### src/rtl/util_distribute_fifo_if.sv
// Handshake bundle for util_distribute_fifo: wide write side, narrow read side.
// The producer/consumer side takes the master modport; the FIFO takes slave.
interface util_distribute_fifo_if #(
    parameter int READ_WIDTH  = 32,
    parameter int WRITE_SCALE = 2,
    parameter int DEPTH       = 8
);
    localparam int CW = $clog2(DEPTH * WRITE_SCALE + 1);

    logic                              wr_en;
    logic                              full;
    logic [READ_WIDTH*WRITE_SCALE-1:0] din;
    logic                              rd_en;
    logic                              empty;
    logic [READ_WIDTH-1:0]             dout;
    logic [CW-1:0]                     rd_count;

    modport master (
        output wr_en, din, rd_en,
        input  full, empty, dout, rd_count
    );

    modport slave (
        input  wr_en, din, rd_en,
        output full, empty, dout, rd_count
    );
endinterface

### src/rtl/util_distribute_fifo.sv
// Width-splitting FIFO: one wide word in, WRITE_SCALE narrow words out, LSB slice first.
// An entry stays occupied until its last slice is read; flags come from registered state only.
module util_distribute_fifo #(
    parameter int READ_WIDTH  = 32,
    parameter int WRITE_SCALE = 2,
    parameter int DEPTH       = 8
) (
    input logic                   clk,
    input logic                   rst_n,
    util_distribute_fifo_if.slave bus
);
    localparam int AW = $clog2(DEPTH);
    localparam int SW = $clog2(WRITE_SCALE);
    localparam int CW = $clog2(DEPTH * WRITE_SCALE + 1);

    localparam logic [SW-1:0] SEL_LAST = SW'(WRITE_SCALE - 1);
    localparam logic [CW-1:0] CNT_WR   = CW'(WRITE_SCALE);
    localparam logic [CW-1:0] CNT_RW   = CW'(WRITE_SCALE - 1);
    localparam logic [CW-1:0] CNT_ONE  = CW'(1);

    logic [WRITE_SCALE-1:0][READ_WIDTH-1:0] mem [DEPTH];

    logic [AW:0]           wr_ptr;
    logic [AW:0]           rd_ptr;
    logic [SW-1:0]         sel;
    logic [READ_WIDTH-1:0] dout_q;
    logic [CW-1:0]         count;

    logic full;
    logic empty;
    logic wr_acc;
    logic rd_acc;
    logic rd_last;

    assign full    = (wr_ptr[AW] != rd_ptr[AW]) && (wr_ptr[AW-1:0] == rd_ptr[AW-1:0]);
    assign empty   = (wr_ptr == rd_ptr);
    assign wr_acc  = bus.wr_en && !full;
    assign rd_acc  = bus.rd_en && !empty;
    assign rd_last = rd_acc && (sel == SEL_LAST);

    // Storage is left uninitialised across reset; pointers alone define validity.
    always_ff @(posedge clk) begin
        if (wr_acc) begin
            mem[wr_ptr[AW-1:0]] <= bus.din;
        end
    end

    always_ff @(posedge clk) begin
        if (!rst_n) begin
            wr_ptr <= '0;
            rd_ptr <= '0;
            sel    <= '0;
            dout_q <= '0;
            count  <= '0;
        end else begin
            if (wr_acc) begin
                wr_ptr <= wr_ptr + 1'b1;
            end
            if (rd_acc) begin
                dout_q <= mem[rd_ptr[AW-1:0]][sel];
                if (rd_last) begin
                    sel    <= '0;
                    rd_ptr <= rd_ptr + 1'b1;
                end else begin
                    sel <= sel + 1'b1;
                end
            end
            case ({wr_acc, rd_acc})
                2'b10:   count <= count + CNT_WR;
                2'b01:   count <= count - CNT_ONE;
                2'b11:   count <= count + CNT_RW;
                default: count <= count;
            endcase
        end
    end

    assign bus.full     = full;
    assign bus.empty    = empty;
    assign bus.dout     = dout_q;
    assign bus.rd_count = count;
endmodule

### src/flat_wrapper.sv
// flat-port wrapper written by rule: the top's interface ports become plain ports
module util_distribute_fifo_flat 
#(
    parameter int READ_WIDTH  = 32,
    parameter int WRITE_SCALE = 2,
    parameter int DEPTH       = 8
)
  (clk, rst_n, bus_wr_en, bus_din, bus_rd_en, bus_full, bus_empty, bus_dout, bus_rd_count);
  util_distribute_fifo_if #(.READ_WIDTH(READ_WIDTH), .WRITE_SCALE(WRITE_SCALE), .DEPTH(DEPTH)) bus_i ();
  input logic clk;
  input logic rst_n;
  input wire logic [$bits(bus_i.wr_en)-1:0] bus_wr_en;
  input wire logic [$bits(bus_i.din)-1:0] bus_din;
  input wire logic [$bits(bus_i.rd_en)-1:0] bus_rd_en;
  output wire logic [$bits(bus_i.full)-1:0] bus_full;
  output wire logic [$bits(bus_i.empty)-1:0] bus_empty;
  output wire logic [$bits(bus_i.dout)-1:0] bus_dout;
  output wire logic [$bits(bus_i.rd_count)-1:0] bus_rd_count;
  assign bus_i.wr_en = bus_wr_en;
  assign bus_i.din = bus_din;
  assign bus_i.rd_en = bus_rd_en;
  assign bus_full = bus_i.full;
  assign bus_empty = bus_i.empty;
  assign bus_dout = bus_i.dout;
  assign bus_rd_count = bus_i.rd_count;
  util_distribute_fifo #(.READ_WIDTH(READ_WIDTH), .WRITE_SCALE(WRITE_SCALE), .DEPTH(DEPTH)) u_core (.clk(clk), .rst_n(rst_n), .bus(bus_i));
endmodule
### config.mk
export PLATFORM = sky130hd
export DESIGN_NAME = util_distribute_fifo_flat
export DESIGN_NICKNAME = d
export VERILOG_FILES = /design/src/rtl/util_distribute_fifo_if.sv /design/src/rtl/util_distribute_fifo.sv /design/src/flat_wrapper.sv
export SDC_FILE = /design/constraint.sdc
export NUM_CORES = 1
export LEC_CHECK = 0
export BUFFER_PORTS_ARGS = -buffer_cell sky130_fd_sc_hd__buf_2
export CORE_ASPECT_RATIO = 2
export CORE_MARGIN = 8
export CORE_UTILIZATION = 50
export DETAILED_ROUTE_END_ITERATION = 16
export PLACE_DENSITY = 0.71
export SYNTH_ARGS = -nofsm -noshare
export SYNTH_HDL_FRONTEND = slang
export SYNTH_SLANG_ARGS = --single-unit
### constraint.sdc
create_clock -name clk -period 8.62 [get_ports clk]
set_input_delay 0.862 -clock clk [delete_from_list [all_inputs] [get_ports clk]]
set_output_delay 0.862 -clock clk [all_outputs]
set_load 0.1 [all_outputs]
* Word-level counts from Yosys, hierarchy flattened
Memories as Yosys holds them, arrays and structs flattened. A register that Yosys moved wholly into a read port is not among the register bits.
Cells that the tools add are included.
** Word-level totals
- Register bits :: 46
- RAM bits :: 512
- Input bits :: 68
- Output and inout port bits :: 39
- Memories kept :: 1
** Operators by class
- Add/subtract/negate cells :: 6
- Magnitude comparators :: 1
- Equal/unequal tests :: 6
- Muxes and demuxes :: 8
- Reductions and logical operators :: 8
** Memory list
- u_core.mem :: depth 8, bits a word 64, rd ports 1, clocked after memory_dff 1, write ports 1, line util_distribute_fifo.sv:21 : logic [WRITE_SCALE-1:0][READ_WIDTH-1:0] mem [DEPTH];
** Operators by type and width (number)
- $mux 32 :: 2
- $pmux 5 s3 :: 1
- $add 4x1->4 const B :: 2
- $mux 3 :: 2
- $add 5x1->5 const B :: 1
- $add 5x2->5 const B :: 1
- $sub 5x1->5 const B :: 1
- $eq 2x2->1 const B :: 2
- $eq 4x4->1 :: 1
- $logic_and 1x1->1 :: 4
- $eq 3x3->1 :: 1
- $mux 1 :: 3
- $reduce_bool 3->1 :: 1
- $eq 2x1->1 const B :: 1
- $logic_not 1->1 :: 2
- $lt 1x2->1 const B :: 1
- $reduce_and 2->1 :: 1
- $add 1x1->1 const B :: 1
- $ne 1x1->1 :: 1

* Logic depth before layout (Yosys ltp)
Gate-level depths: netlist of the first run.
- Word-level depth :: 7
- Mapped depth :: 12

* Least setup slack after synthesis of the first run
Ideal clock, no wire load.
- Path type :: input-to-reg
- Start point :: input port bus_wr_en
- End point :: memory u_core.mem[2][0] (netlist name) (enable)
- Arrival :: 5623 ps
- Required time :: 8055 ps
- Slack :: 2432 ps
- Stages :: 4
- Buffers on the path :: 1
- Cells stage by stage :: o41a_1 -> buf_2 -> nand2_1 -> nor3_1
** On the way
- Longest elaborated chain between the ends :: 3
** RTL lines
- from (decl) :: line flat_wrapper.sv:12 : input wire logic [$bits(bus_i.wr_en)-1:0] bus_wr_en;
- $logic_and 1x1->1 :: line util_distribute_fifo.sv:37 : assign wr_acc = bus.wr_en && !full;
- $mux 1 :: line util_distribute_fifo.sv:43 : if (wr_acc) begin
- $mux 1 (implied by the code) :: line util_distribute_fifo.sv:44 : mem[wr_ptr[AW-1:0]] <= bus.din;
- to (decl) :: line util_distribute_fifo.sv:21
No other way between the ends.

* Worst setup path after layout of the first run
- Start point :: register u_core.wr_ptr[0]
- End point :: memory u_core.mem[0][12] (netlist name) (enable)
** On the way
- Longest elaborated chain between the ends :: 6
** RTL lines
- from (decl) :: line util_distribute_fifo.sv:23 : logic [AW:0] wr_ptr;
- from (signal assigned) :: line util_distribute_fifo.sv:57 : wr_ptr <= wr_ptr + 1'b1;
- $eq 3x3->1 :: line util_distribute_fifo.sv:35 : assign full = (wr_ptr[AW] != rd_ptr[AW]) && (wr_ptr[AW-1:0] == rd_ptr[AW-1:0]);
- $logic_and 1x1->1 :: line util_distribute_fifo.sv:35
- $logic_not 1->1 :: line util_distribute_fifo.sv:37
- $logic_and 1x1->1 :: line util_distribute_fifo.sv:37
- $mux 1 :: line util_distribute_fifo.sv:43
- $mux 1 (implied by the code) :: line util_distribute_fifo.sv:44
Several ways; a longest one is shown, not always the timed one.

==> results of run 1 <==
## kinds of logic (layout without fill, tap and decap cells)
family	Yosys count	in the layout	synth area share (%)
buffers and inverters	51	210	2.54
AND/OR/NAND/NOR	55	55	1.10
adder cells (fa/ha/maj)	7	7	0.436
XOR/XNOR	18	18	0.723
AO/OA/AOI/OAI	51	51	1.89
multiplexers	161	161	18.3
other	0	8	0
flip-flops	561	561	75.0
## worst max-delay path: cells and delay by family (launching register included)
kind                   cells  cell delay [ns]
AND/OR/NAND/NOR            2             1.00
buffers and inverters      1             0.89
flip-flops                 1             0.57
AO/OA/AOI/OAI              1             0.43
XOR/XNOR                   1             0.25
## cell type report
cell class | instances | share of cell area [%]
repair buffers | 120 | 2.64
inverters | 6 | 0.0934
diodes | 8 | 0.0831
well taps | 550 | 2.86
clock inverters | 22 | 0.633
multi-input cells | 292 | 20.6
clock buffers | 62 | 5.16
flip-flops and latches | 561 | 67.9
## flip-flops by register name (all words and copies together) (netlist names), named ones only
register	flops
u_core.rd_ptr	4
u_core.sel	1
u_core.bus.dout	32
u_core.wr_ptr	4
u_core.bus.rd_count	5
u_core.mem	512
## synthesized netlist by cell type, types with 2 or more instances
cell / count / area [µm²]
ha_1: 6 / 75.1
buf_12: 3 / 60.1
mux4_2: 58 / 1310
buf_6: 12 / 135
xor2_1: 8 / 70.1
a21oi_1: 7 / 35.0
nor3_1: 3 / 15.0
clkbuf_1: 3 / 11.3
o21ai_0: 3 / 15.0
mux4_1: 102 / 2680
dfxtp_1: 49 / 981
nand2b_1: 6 / 37.5
xnor2_1: 10 / 87.6
edfxtp_1: 512 / 15400
a31oi_1: 2 / 12.5
buf_2: 5 / 25.0
a22o_1: 32 / 280
clkbuf_8: 20 / 275
nor2_1: 21 / 78.8
inv_1: 6 / 22.5
nand2_1: 16 / 60.1
nand3_1: 6 / 30.0
## power by group through the flow
stage          logic (µW)  clock network, µW  registers (µW)
4_1_cts               432               2010            3100
6_report              426               1960            3100
3_5_place_dp          432                  0            3160
2_1_floorplan         215                  0            3250
5_1_grt               452               2110            3100
3_3_place_gp          423                  0            3150
## through the flow
stage	cell area, µm²	hold slack, ns	utilization [%]
after CTS	24100	0.478	55.7
after global routing	24100	0.508	55.7
final	24100	0.475	55.7
after global placement	22700	0.457	52.5
after floorplan	21800	0.455	-
after detailed placement	22700	0.459	52.5
## final timing paths
path	cells past startpoint	endpoint	slack [ns]	from
setup / recovery	5	u_core.mem[0][12]	5.05	u_core.wr_ptr[0]
hold reg to reg	1	u_core.bus.dout[31]	0.47	u_core.bus.dout[31]
hold / removal	1	u_core.bus.dout[31]	0.47	u_core.bus.dout[31]
setup reg to reg	5	u_core.mem[0][12]	5.05	u_core.wr_ptr[0]
## routing by layer
| metal | share of wire, % | global-route usage, % | up-vias |
|---|---|---|---|
| li1 | - | - | 4184 |
| met1 | 37 | 19.2 | 5049 |
| met2 | 55 | 30.9 | 259 |
| met3 | 4.6 | 2.77 | 81 |
| met4 | 3.6 | 6.85 | 4 |
| met5 | 0.052 | 0 | - |
==> results.py, run 1 <==
metrics = {
    "route": {
        "routedWlPerCell_um": 26.2,
        "routed_wl_um": 42400,
        "ant_nets": 0,
        "vias": 9577,
        "dr.pass1.iters": 5,
        "drt_iter0_drc": 668,
        "route.detailed.drc": 0,
        "via_per_inst": 5.91,
    },
    "grt": {
        "antenna_found_initial": 10,
        "grt_remaining_overflow": 0,
        "grt_first_pass_wirelength_um": 64500,
        "grtUsageTotal_pct": 17.0,
        "grt_max_degree": 81,
        "grt_pass1_vias": 10400,
    },
    "critical_path": {
        "worst_setup_path_end_kind": "flop",
        "worstPathCellList": "xor2_1, o41a_1, nand2b_1, nor3_2, buf_4",
        "cpMaxStageDelayCell": "buf_4",
        "slowest_delay_ns": 0.89,
        "cp-start-kind": "flop",
        "cp_max_fo": 56,
        "required_ns": 8.80,
        "critPathKind": "reg2reg",
        "worstPathArrival_ns": 3.74,
    },
    "power": {
        "p_per_area_nw_per_um2": 227,
        "clockPowerShare_pct": 35.7,
        "peakVddDrop_v": 0.000172,
        "power_frac_seq_pct": 56.5,
        "p_int_uw": 4240,
        "pwr-share-comb_pct": 7.8,
        "switching_share_pct": 22.7,
        "power_uw": 5480,
        "leakage_uw": 0.00780,
        "power.switching_uw": 1240,
    },
    "timing": {
        "clock_skew_ns": 0.0254,
        "rsz0062_at_grt": "false",
        "final.setup.tns_ns": 0,
        "fmax_ghz": 0.280,
        "drv_slew": 0,
        "worstMarginPinSlew_ns": 1.18,
        "worst_slack_ns": 5.05,
        "max_slew_margin_pct": 21.3,
        "period_minus_slack_ns": 3.57,
        "setup_viol": 0,
        "finalHoldViolations": 0,
        "finalCritPeriodShare_pct": 41.4,
    },
    "clock_tree": {
        "cts_made_buffers": 46,
        "clock_sinks": 561,
        "holdBufCountCts": 0,
        "cts-root-buf": "clkbuf_16",
        "clock_path_buffers": 3,
        "clkTransAtPathRegs_ns": 0.06,
        "h-tree-depth": 2,
        "cts_setup_buffers": 0,
        "clock_latency_ns": 0.57,
        "cts_resized": 0,
        "cts_tree": "done",
    },
    "yosys": {
        "synth_seq_area_share_pct": 75.0,
        "syn-num-nets": 979,
        "syn_area_um2": 21800,
        "synth-seq-cells": 561,
        "synth_edf_count": 512,
        "synth_cell_type_count": 36,
        "ys_async_sr_fraction_pct": 0,
        "synth_area_per_cell_um2": 24.1,
        "ys.warnings.count": 0,
        "synth_ff_type": "edfxtp_1",
        "synth_cells": 904,
    },
    "layout": {
        "layout_common_cells": "edfxtp_1 (512), buf_2 (106), mux4_1 (102), mux4_2 (58), clkbuf_16 (47)",
        "final_common_cell": "edfxtp_1",
        "drive_gt1_share_pct": 23.9,
        "fin_cells": 1621,
        "area_growth_pct": 10.5,
        "seqCellArea_um2": 16400,
        "fillCellCount": 3194,
        "nets": 1102,
        "multi_input_area_um2": 4970,
    },
    "floorplan": {
        "ios": 107,
        "row_count": 108,
        "die_h_um": 311,
        "die_w_um": 164,
        "initial_core_util_pct": 50.4,
        "core-area_um2": 43200,
        "dieArea_um2": 51000,
    },
    "flow_run": {
        "cap_viol_max_count": 0,
    },
    "place": {
        "place_ws_ns": 4.84,
        "port_buffers": 106,
        "gp_congestion": 0.791,
        "placed_cells": 1529,
        "hpwlAfterDp_um": 23100,
    },
    "min_path": {
        "hold_path.class": "reg2reg",
    },
    "outcome": {
        "status": "finished clean",
    },
}
Note: power is estimated with default switching activity, not from simulation.
==> run 2, diff against run 1 <==
--- a/config.mk
+++ b/config.mk
@@ -10,7 +10,7 @@
 export CORE_MARGIN = 8
 export CORE_UTILIZATION = 50
 export DETAILED_ROUTE_END_ITERATION = 16
-export PLACE_DENSITY = 0.71
+export PLACE_DENSITY = 0.74
 export SYNTH_ARGS = -nofsm -noshare
 export SYNTH_HDL_FRONTEND = slang
 export SYNTH_SLANG_ARGS = --single-unit
==> constraint.sdc (replaced) <==
create_clock -name clk -period 2.9 [get_ports clk]
set_input_delay 0.29 -clock clk [delete_from_list [all_inputs] [get_ports clk]]
set_output_delay 0.29 -clock clk [all_outputs]
set_load 0.1 [all_outputs]
==> results.py, run 2 (same netlist as run 1, synthesis figures left out) <==
metrics = {
    "place": {
        "dpl_cell_area_um2": 23100,
        "gp_congestion": 0.745,
        "placed_cells": 1549,
        "port_buffers": 106,
        "hpwlAfterDp_um": 25300,
    },
    "critical_path": {
        "crit_cells": 10,
        "worst-path-buf-inv": 1,
        "cp-start-kind": "flop",
        "worstPathCellList": "xor2_1, o41a_1, nand2_1, inv_1, fa_1, nand2b_1, a21oi_2, o32ai_1, a221oi_1, a31oi_1",
        "worst_setup_path_end_kind": "flop",
        "critPathKind": "reg2reg",
        "cpMaxStageDelayCell": "o41a_1",
        "cp_max_fo": 8,
        "r2r_cells": 10,
        "slowest_delay_ns": 0.43,
        "crit_family": "compound AO/OA/AOI/OAI gates",
        "r2r_slack_ns": 0.27,
        "required_ns": 3.34,
        "worstPathArrival_ns": 3.07,
    },
    "layout": {
        "layout_common_cells": "edfxtp_1 (512), buf_2 (106), mux4_1 (102), dlygate4sd3_1 (63), mux4_2 (58)",
        "area_growth_pct": 15.4,
        "final_common_cell": "edfxtp_1",
        "fin_cells": 1697,
        "largest_reg_flops": 512,
        "utilization_pct": 58.2,
        "drive_gt1_share_pct": 24.6,
        "fillCellCount": 3120,
        "finish.instance_area_um2": 25200,
        "nets": 1185,
    },
    "power": {
        "pwr-share-comb_pct": 8.6,
        "clockPowerShare_pct": 36.5,
        "power_frac_seq_pct": 55.0,
        "leakage_uw": 0.00825,
        "p_per_area_nw_per_um2": 663,
        "peakVddDrop_v": 0.000533,
        "p_int_uw": 12900,
        "switching_share_pct": 22.6,
        "power.switching_uw": 3760,
    },
    "timing": {
        "finalHoldViolations": 0,
        "fmax_ghz": 0.380,
        "worstMarginPinSlew_ns": 0.627,
        "clock_skew_ns": 0.0218,
        "drv_slew": 0,
        "finalCritPeriodShare_pct": 90.8,
        "rsz0062_at_grt": "false",
        "period_minus_slack_ns": 2.63,
        "setup_viol": 0,
        "max_slew_margin_pct": 58.2,
    },
    "clock_tree": {
        "clock_path_buffers": 3,
        "clkTransAtPathRegs_ns": 0.07,
        "cts_tree": "done",
        "cts_setup_buffers": 0,
        "cts_made_buffers": 46,
        "clock_sinks": 561,
        "clock_latency_ns": 0.57,
        "cts-root-buf": "clkbuf_16",
        "h-tree-depth": 2,
    },
    "grt": {
        "grt_max_degree": 69,
        "grt_remaining_overflow": 0,
        "grt_pass1_vias": 10800,
        "grt_first_pass_wirelength_um": 65900,
        "antenna_found_initial": 1,
        "grtUsageTotal_pct": 17.3,
    },
    "outcome": {
        "status": "finished clean",
    },
    "floorplan": {
        "dieArea_um2": 51000,
        "die_w_um": 164,
        "row_count": 108,
        "ios": 107,
        "core-area_um2": 43200,
        "initial_core_util_pct": 50.4,
        "die_h_um": 311,
    },
    "route": {
        "dr.max_layer_used": "met4",
        "via_per_inst": 5.83,
        "routed_wl_um": 43300,
        "vias": 9890,
        "route.met3.wl_um": 1840,
        "routedWlPerCell_um": 25.5,
        "met1_length_um": 16200,
        "ant_nets": 0,
        "routed-wl-met2_um": 24100,
        "route.detailed.drc": 0,
        "drt_iter0_drc": 605,
        "dr.pass1.iters": 4,
    },
    "min_path": {
        "hold_path.class": "in2reg",
        "min_path_cells": 1,
    },
    "flow_run": {
        "cap_viol_max_count": 0,
    },
}
run 2: worst register-to-register path: cells and delay by family (launching register included):
kind,cells,cell delay [ns]
compound gates,5,1.16
xor+xnor,1,0.17
fa+ha+maj,1,0.40
buf+inv,1,0.07
flops,1,0.39
simple gates,2,0.32
run 2: cell type report:
class / instances / area, µm² / area share (%)
Sequential cell: 561 / 16400 / 65.1
Multi-Input combinational cell: 292 / 5010 / 19.9
Timing Repair Buffer: 203 / 1600 / 6.37
Clock buffer: 68 / 1270 / 5.06
Tap cell: 550 / 688 / 2.73
Clock inverter: 16 / 191 / 0.761
Inverter: 6 / 22.5 / 0.0895
Antenna cell: 1 / 2.50 / 0.00994
run 2: repair_timing:
item | in CTS | in global routing
hold buffers | 63 | 0
hold endpoints to repair | 480 | 0
endpoints found under the setup margin | 0 | 1
gates resized for setup | 0 | 2
run 2: power groups by stage:
| stage | registers [µW] | clock network, µW | logic (µW) |
|---|---|---|---|
| 2_1_floorplan | 9650 | 0 | 652 |
| 3_3_place_gp | 9330 | 0 | 1350 |
| 3_5_place_dp | 9340 | 0 | 1370 |
| 4_1_cts | 9170 | 6220 | 1450 |
| 5_1_grt | 9180 | 6500 | 1520 |
| 6_report | 9160 | 6080 | 1430 |
run 2: layer usage:
layer  GRT usage [%]  vias up
li1                -     4352
met1            19.8     5206
met2            31.9      263
met3            2.42       69
met4            6.23        0
met5               0        -
run 2: worst paths after layout:
| kind | end | from |
|---|---|---|
| max reg2reg | u_core.bus.rd_count[4] | u_core.wr_ptr[2] |
| min | u_core.mem[3][56] | bus_din[56] |
| min reg2reg | u_core.bus.dout[2] | u_core.bus.dout[2] |
| max | u_core.bus.rd_count[4] | u_core.wr_ptr[2] |
run 2: through the flow:
stage	power, µW	setup TNS [ns]	hold WS, ns	setup WS [ns]
6_report	16700	0	0.0287	0.267
2_1_floorplan	10300	-89.72	0.389	-0.238
5_1_grt	17200	0	0.0175	0.0538
3_3_place_gp	10700	0	0.455	0.226
4_1_cts	16800	0	0.00370	0.139
3_5_place_dp	10700	0	0.463	0.148
==> run 3, diff against run 2 <==
--- a/config.mk
+++ b/config.mk
@@ -8,9 +8,9 @@
 export BUFFER_PORTS_ARGS = -buffer_cell sky130_fd_sc_hd__buf_2
 export CORE_ASPECT_RATIO = 2
 export CORE_MARGIN = 8
-export CORE_UTILIZATION = 50
+export CORE_UTILIZATION = 30
 export DETAILED_ROUTE_END_ITERATION = 16
-export PLACE_DENSITY = 0.74
+export PLACE_DENSITY = 0.5
 export SYNTH_ARGS = -nofsm -noshare
 export SYNTH_HDL_FRONTEND = slang
 export SYNTH_SLANG_ARGS = --single-unit
==> results.py, run 3 (same netlist as run 1, synthesis figures left out) <==
metrics = {
    "critical_path": {
        "worstPathCellList": "xor2_1, o41a_1, nand2_1, inv_1, fa_1, nand2b_1, a21oi_2, o32ai_1, a221oi_1, a31oi_1",
        "slowest_delay_ns": 0.47,
        "crit_family": "compound AO/OA/AOI/OAI gates",
        "cp_max_fo": 8,
        "worst_setup_path_end_kind": "flop",
        "worst-path-buf-inv": 1,
        "cpMaxStageDelayCell": "dfxtp_2",
        "critPathKind": "reg2reg",
        "worstPathArrival_ns": 3.19,
        "cp-start-kind": "flop",
        "required_ns": 3.35,
    },
    "floorplan": {
        "dieArea_um2": 82100,
        "ios": 107,
        "die_h_um": 397,
        "core-area_um2": 72300,
        "row_count": 140,
        "initial_core_util_pct": 30.1,
        "die_w_um": 207,
    },
    "layout": {
        "drive_gt1_share_pct": 26.2,
        "area_growth_pct": 19.6,
        "largest_reg_flops": 512,
        "nets": 1199,
        "layout_common_cells": "edfxtp_1 (512), buf_2 (106), mux4_1 (102), dlygate4sd3_1 (65), mux4_2 (58)",
        "final_common_cell": "edfxtp_1",
        "utilization_pct": 36.1,
        "fin_cells": 2092,
    },
    "min_path": {
        "hold_path.class": "in2reg",
    },
    "timing": {
        "finalHoldViolations": 0,
        "worstMarginPinSlew_ns": 0.608,
        "period_minus_slack_ns": 2.74,
        "drv_slew": 0,
        "holdWs_ns": 0.189,
        "setup_viol": 0,
        "max_slew_margin_pct": 59.5,
        "clock_skew_ns": 0.0236,
        "finalCritPeriodShare_pct": 94.5,
        "final.setup.tns_ns": 0,
        "fmax_ghz": 0.365,
        "rsz0062_at_grt": "false",
    },
    "clock_tree": {
        "clock_path_buffers": 3,
        "clock_latency_ns": 0.60,
        "cts_tree": "done",
        "h-tree-depth": 2,
        "cts-root-buf": "clkbuf_16",
        "cts_made_buffers": 53,
        "clock_sinks": 561,
        "cts_setup_buffers": 0,
        "clkTransAtPathRegs_ns": 0.06,
    },
    "flow_run": {
        "cap_viol_max_count": 0,
    },
    "place": {
        "gp_congestion": 0.730,
        "hpwlAfterDp_um": 26700,
        "placed_cells": 1927,
        "port_buffers": 106,
    },
    "route": {
        "route.detailed.drc": 0,
        "via_per_inst": 4.78,
        "routedWlPerCell_um": 22.9,
        "drt_iter0_drc": 564,
        "dr.pass1.iters": 5,
        "dr.max_layer_used": "met5",
        "vias": 10000,
        "met1_length_um": 20600,
        "route.met3.wl_um": 2480,
        "ant_nets": 0,
        "routed-wl-met2_um": 23600,
        "routed_wl_um": 47800,
    },
    "power": {
        "p_per_area_nw_per_um2": 676,
        "peakVddDrop_v": 0.000534,
        "leakage_uw": 0.00845,
    },
    "outcome": {
        "status": "finished clean",
    },
    "grt": {
        "grt_pass1_vias": 10900,
        "antenna_found_initial": 6,
        "grt_remaining_overflow": 0,
        "grt_first_pass_wirelength_um": 71000,
        "grtUsageTotal_pct": 11.7,
        "grt_max_degree": 65,
    },
}
## run 3: area by class of cell
cell class | count | area (µm²)
fillers | 6596 | 46300
flip-flops and latches | 561 | 16400
multi-input cells | 292 | 5010
repair buffers | 210 | 1760
clock buffers | 66 | 1420
well taps | 923 | 1150
clock inverters | 32 | 343
inverters | 6 | 22.5
diodes | 2 | 5.00
## run 3: report_power, final
| part | leakage [µW] | internal, µW | total, µW | switching, µW |
|---|---|---|---|---|
| logic | 0.00254 | 522 | 1470 | 953 |
| clock network | 0.000857 | 4080 | 7030 | 2940 |
| registers | 0.00505 | 9060 | 9140 | 88.4 |
| total | 0.00845 | 13700 | 17600 | 3990 |
## run 3: stage by stage
step	area [µm²]	setup slack (ns)	total power, µW
finish	26100	0.159	17600
floorplan	21900	-0.238	10300
global route	26100	0.0403	18200
detailed placement	23700	0.138	10700
global placement	23700	0.189	10700
CTS	26100	0.119	17900
## run 3: path summary, 6_finish.rpt
check,startpoint,endpoint,slack (ns),cells past startpoint
max,u_core.wr_ptr[2],u_core.bus.rd_count[4],0.16,10
min,bus_rd_en,u_core.bus.rd_count[4],0.19,4
max reg2reg,u_core.wr_ptr[2],u_core.bus.rd_count[4],0.16,10
min reg2reg,u_core.bus.dout[31],u_core.bus.dout[31],0.48,1
## run 3: per-layer routing
layer | track usage (%) | up-vias
met3 | 2.40 | 76
met2 | 19.6 | 259
met1 | 15.0 | 5262
li1 | - | 4399
met4 | 3.58 | 10
met5 | 0 | -
## run 3: worst register-to-register path, cell delays in order, from the launching register on
cell      delay [ns]
dfxtp_2         0.47
xor2_1          0.13
o41a_1          0.44
nand2_1         0.16
inv_1           0.08
fa_1            0.40
nand2b_1        0.17
a21oi_2         0.22
o32ai_1         0.12
a221oi_1        0.29
a31oi_1         0.12
## run 3: what timing repair did
| item | 4_1_cts | 5_1_grt |
|---|---|---|
| gates resized for setup | 0 | 1 |
| setup endpoints to repair | 0 | 1 |
| hold endpoints to repair | 515 | 0 |
| hold buffers | 65 | 0 |
